==> src/rtl/imem_loader.sv <==
// imem_loader: assembles a little-endian byte stream into 32-bit instruction-memory writes while holding the core in reset
// Ports: clk, reset (sync, active-high); start requests a load (seen only when idle);
//   byte_in/byte_valid/byte_ready stream handshake; wr_en/wr_addr/wr_data one write per assembled word;
//   cpu_hold keeps the core in reset during a load; load_done completion pulse; len_err/chk_err sticky errors.
// Optional: define IMEM_LOADER_CHECKSUM_EN to require a trailing byte equal to the XOR of all data bytes.
module imem_loader #(
  parameter int BASE_ADDR = 0,
  parameter int MAX_WORDS = 16,
  parameter int ADDR_W    = 32
) (
  input  logic              clk,
  input  logic              reset,
  input  logic              start,
  input  logic [7:0]        byte_in,
  input  logic              byte_valid,
  output logic              byte_ready,
  output logic              wr_en,
  output logic [ADDR_W-1:0] wr_addr,
  output logic [31:0]       wr_data,
  output logic              cpu_hold,
  output logic              load_done,
  output logic              len_err,
  output logic              chk_err
);
  localparam int IW = $clog2(MAX_WORDS + 1);
`ifdef IMEM_LOADER_CHECKSUM_EN
  typedef enum logic [2:0] {IDLE, LEN, DATA, WRITE, DONE, CHK} state_t;
  localparam state_t AFTER_LAST = CHK;
`else
  typedef enum logic [2:0] {IDLE, LEN, DATA, WRITE, DONE} state_t;
  localparam state_t AFTER_LAST = DONE;
`endif
  state_t state, state_n;
  logic [IW-1:0] n, word_idx;
  logic [1:0] byte_idx;
  logic take, len_bad, last, rx_n;
  assign take = byte_valid && byte_ready;
  assign len_bad = byte_in == 8'd0 || int'(byte_in) > MAX_WORDS;
  assign last = word_idx + IW'(1) == n;
`ifdef IMEM_LOADER_CHECKSUM_EN
  logic [7:0] csum;
  assign rx_n = state_n inside {LEN, DATA, CHK};
`else
  assign rx_n = state_n inside {LEN, DATA};
`endif
  always_ff @(posedge clk) state <= reset ? IDLE : state_n;
  always_comb begin
    state_n = state;
    case (state)
      IDLE:  state_n = start ? LEN : IDLE;
      LEN:   state_n = take ? (len_bad ? IDLE : DATA) : LEN;
      DATA:  state_n = take && byte_idx == 2'd3 ? WRITE : DATA;
      WRITE: state_n = last ? AFTER_LAST : DATA;
`ifdef IMEM_LOADER_CHECKSUM_EN
      CHK:   state_n = take ? DONE : CHK;
`endif
      default: state_n = IDLE;
    endcase
  end
  // Handshake and strobes are registered from the next state so each is a clean flop output.
  always_ff @(posedge clk) begin
    if (reset) begin
      byte_ready <= 1'b0;
      wr_en      <= 1'b0;
      wr_addr    <= ADDR_W'(BASE_ADDR);
      wr_data    <= '0;
      cpu_hold   <= 1'b0;
      load_done  <= 1'b0;
      len_err    <= 1'b0;
      chk_err    <= 1'b0;
      n          <= '0;
      word_idx   <= '0;
      byte_idx   <= '0;
`ifdef IMEM_LOADER_CHECKSUM_EN
      csum       <= '0;
`endif
    end else begin
      byte_ready <= rx_n;
      wr_en      <= state_n == WRITE;
      cpu_hold   <= state_n != IDLE && state_n != DONE;
      load_done  <= state_n == DONE;
      if (state == IDLE && start) begin
        len_err <= 1'b0;
        chk_err <= 1'b0;
      end
      if (state == LEN && take) begin
        len_err  <= len_bad;
        n        <= IW'(byte_in);
        word_idx <= '0;
        byte_idx <= '0;
      end
      if (state == DATA && take) begin
        wr_data[{byte_idx, 3'b000} +: 8] <= byte_in;
        byte_idx <= byte_idx + 2'd1;
      end
      if (state == DATA && state_n == WRITE) wr_addr <= ADDR_W'(BASE_ADDR) + ADDR_W'({word_idx, 2'b00});
      if (state == WRITE) word_idx <= word_idx + IW'(1);
`ifdef IMEM_LOADER_CHECKSUM_EN
      if (state == LEN && take) csum <= '0;
      if (state == DATA && take) csum <= csum ^ byte_in;
      if (state == CHK && take) chk_err <= byte_in != csum;
`endif
    end
  end
endmodule

==> config.mk <==
export PLATFORM = sky130hd
export DESIGN_NAME = imem_loader
export DESIGN_NICKNAME = d
export VERILOG_FILES = /design/src/rtl/imem_loader.sv
export SDC_FILE = /design/constraint.sdc
export NUM_CORES = 1
export LEC_CHECK = 0
export ABC_AREA = 1
export CAP_MARGIN = 20
export CORE_MARGIN = 2
export CORE_UTILIZATION = 42
export CTS_CLUSTER_DIAMETER = 50
export DETAILED_ROUTE_END_ITERATION = 6
export PLACE_DENSITY_LB_ADDON = 0.3
export RECOVER_POWER = 25
export REMOVE_ABC_BUFFERS = 1
export SKIP_LAST_GASP = 1
export SLEW_MARGIN = 20
export SYNTH_ARGS = -nofsm -noshare
export SYNTH_HDL_FRONTEND = slang
export SYNTH_SLANG_ARGS = --single-unit
==> constraint.sdc <==
create_clock -name clk -period 2.05 [get_ports clk]
set_clock_uncertainty 0.05 [all_clocks]
set_input_delay 0.205 -clock clk [delete_from_list [all_inputs] [get_ports clk]]
set_output_delay 0.205 -clock clk [all_outputs]
set_load 0.005 [all_outputs]
==> flow_metrics.tcl, run 1 <==
set metrics [dict create \
    area_growth_pct 27.0 \
    power.total_mw 2.25 \
    grt_first_pass_wirelength_mm 9.62 \
    whs_ns 0.409 \
    max_stage_delay_ns 0.37 \
    cts_setup_buffers 0 \
    nets 418 \
    dpl_cell_area_um2 3160 \
    core_um2 5990 \
    cts.sinks 57 \
    clockRootBuffer "clkbuf_8" \
    critPathCaptureType "flip-flop" \
    clk-insertion-delay-late_ns 0.34 \
    drc 0 \
    netlist_area_um2 2620 \
    clk_pin_slew_worst_paths_ns 0.06 \
    via_count 2345 \
    cellPowerDensity_nw_per_um2 677 \
    syn_inst 342 \
    required_ns 2.27 \
    start_kind "flip-flop" \
    die_y_um 83.0 \
    grt_antenna_before_repair 0 \
    tightest_slew_ns 0.552 \
    period_share_pct 86.5 \
    grt_max_degree 38 \
    io_buffers 53 \
    dp_hpwl_mm 4.24 \
    slew-limit-headroom_pct 63.2 \
    syn_area_per_cell_um2 7.67 \
    wl_per_cell_um 12.3 \
    drv_cap 0 \
    postLayoutCellArea_um2 3330 \
    r2r-start "byte_idx[1]$_SDFFE_PP0P_" \
    grt_usage_pct 17.4 \
    ios 82 \
    hold_viol 0 \
    crit_start "byte_idx[1]$_SDFFE_PP0P_" \
    cp_max_fo 9 \
    dpl.cell_count 464 \
    crit_chain "inv_1 > ha_1 > inv_1 > nor2_1 > inv_1 > nor2_2 > nand4_1 > a21oi_1" \
    cp_slowest_cell "dfxtp_1" \
    start_util_pct 43.8 \
    dr.pass1.iters 4 \
    cts_buffer_depth 2 \
    max_freq_mhz 564 \
    htree_levels 3 \
    final_cell_mix "nand2_1, dfxtp_1, clkdlybuf4s50_1" \
    ys_seq_area_share_pct 43.5 \
    leakagePower_nw 1.38 \
    antenna_left 0 \
    drive_gt1_share_pct 7.16 \
    rr_worst_depth 8 \
    rsz0062_at_grt "no" \
    fin_crit_ns 1.77 \
    layoutNonFillerInstCount 480 \
    vias_per_cell 4.89 \
    crit_type "reg2reg" \
    drt-initial-drc-count 139 \
    ir_drop_mv 0.498 \
    gp_congestion 0.817 \
    cts_tree "yes" \
    num_rows 28 \
    synthDistinctLibCells 27 \
    setup_violations 0 \
    routed_wl_mm 5.89 \
    die-area_um2 6900 \
    grt_pass1_vias 2045 \
    crit_top_cell "inv_1" \
    fin_setup_tns_ns 0 \
    layout_commonest_cell "nand2_1" \
    worst_ep_arrival_time_ns 1.99 \
    hp-class "reg2reg" \
    grt_overflow_total 0 \
    cts_made_buffers 9 \
    r2r_end "wr_data[17]$_SDFFE_PP0P_" \
    reg2reg_slack_ns 0.28 \
    crit_end "wr_data[17]$_SDFFE_PP0P_" \
    status "finished, final reports clean" \
    die_x_um 83.0 \
    yosysWarnings 0 \
    num_antenna_cells 0 \
    ctsHoldBuffers 0 \
    drv_slew 0 \
    ys_ff_latch 57 \
]
layer usage:
| layer | share of wire (%) | track usage, % | wire length [µm] |
|---|---|---|---|
| met1 | 47 | 21.8 | 2780 |
| met2 | 46 | 27.5 | 2690 |
| met3 | 5.2 | 4.37 | 304 |
| met4 | 1.9 | 9.24 | 112 |
| met5 | 0 | 0 | 0 |
metrics by stage:
step	utilization (%)	setup slack [ns]
2_1_floorplan	-	0.0820
3_3_place_gp	52.7	0.257
3_5_place_dp	52.7	0.211
4_1_cts	56.0	0.190
5_1_grt	55.6	0.109
6_report	55.6	0.276
state kept, by name, summed over array words and instances, names as in the netlist:
register	cells
byte_idx	2
byte_ready	1
cpu_hold	1
len_err	1
load_done	1
n	5
state	3
word_idx	5
wr_addr	5
wr_data	32
wr_en	1
final cells by class:
type | instances | area, µm²
fillers | 563 | 2660
clock inverters | 6 | 57.6
well taps | 75 | 93.8
clock buffers | 10 | 138
inverters | 34 | 128
flip-flops and latches | 57 | 1140
multi-input cells | 235 | 1180
repair buffers | 63 | 596
report_power, final:
| group | switching, mW | internal (mW) |
|---|---|---|
| Sequential | 0.00548 | 1.12 |
| Combinational | 0.0676 | 0.0431 |
| Clock | 0.437 | 0.584 |
| Total | 0.510 | 1.74 |
worst max-delay path, delay by kind of cell (launching register included):
family,cells,cell delay (ns)
adder cells (fa/ha/maj),1,0.34
AO/OA/AOI/OAI,1,0.14
flip-flops,1,0.37
buffers and inverters,3,0.27
AND/OR/NAND/NOR,3,0.53
timing repair:
item / CTS / global route
endpoints found under the hold margin: 0 / 0
setup endpoints to repair: 0 / 2
gates resized for setup: 0 / 1
kinds of logic (layout without fill, tap and decap cells):
family	Yosys count	after routing	synth area share [%]
other cells	1	28	0.143
xor+xnor	1	1	0.334
compound gates	69	69	15.1
buf+inv	77	113	15.5
simple gates	131	131	22.5
fa+ha+maj	6	6	2.86
flops	57	57	43.5
cells in the mapped netlist:
library cell	count	share of area (%)
nor3_2	1	0.38
dfxtp_1	57	43
inv_1	33	4.7
or3_1	8	1.9
nor2_1	23	3.3
ha_1	6	2.9
nand2_2	1	0.24
nand2_1	67	9.6
nor3_1	1	0.19
o21ai_0	19	3.6
a21oi_1	38	7.2
nand4_1	22	5.2
buf_4	29	8.3
buf_1	2	0.29
inv_2	1	0.14
o211a_1	8	3.1
or2_2	1	0.24
conb_1	1	0.14
a22oi_1	1	0.29
clkbuf_1	9	1.3
nand3b_1	1	0.29
buf_2	2	0.38
nand3_1	6	1.1
a32oi_1	1	0.33
a211oi_1	2	0.57
buf_6	1	0.43
xor2_1	1	0.33
how the worst min path moves through the flow:
stage                                  start                  endpoint  slack [ns]  cells after the start
floorplan                              reset  byte_idx[1]$_SDFFE_PP0P_        0.22                      1
global placement    wr_data[23]$_SDFFE_PP0P_  wr_data[23]$_SDFFE_PP0P_        0.40                      2
detailed placement   wr_data[5]$_SDFFE_PP0P_   wr_data[5]$_SDFFE_PP0P_        0.41                      2
CTS                  wr_data[5]$_SDFFE_PP0P_   wr_data[5]$_SDFFE_PP0P_        0.42                      2
global route        wr_data[22]$_SDFFE_PP0P_  wr_data[22]$_SDFFE_PP0P_        0.43                      2
finish              wr_data[16]$_SDFFE_PP0P_  wr_data[16]$_SDFFE_PP0P_        0.41                      2
No activity file was read; power rests on OpenSTA's default activity.
==> inputs of run 2 (changes only) <==
Settings changed: GPL_ROUTABILITY_DRIVEN set to 0.
==> results of run 2 <==
No change in the layout: final DEF, timing and power equal those of run 1.
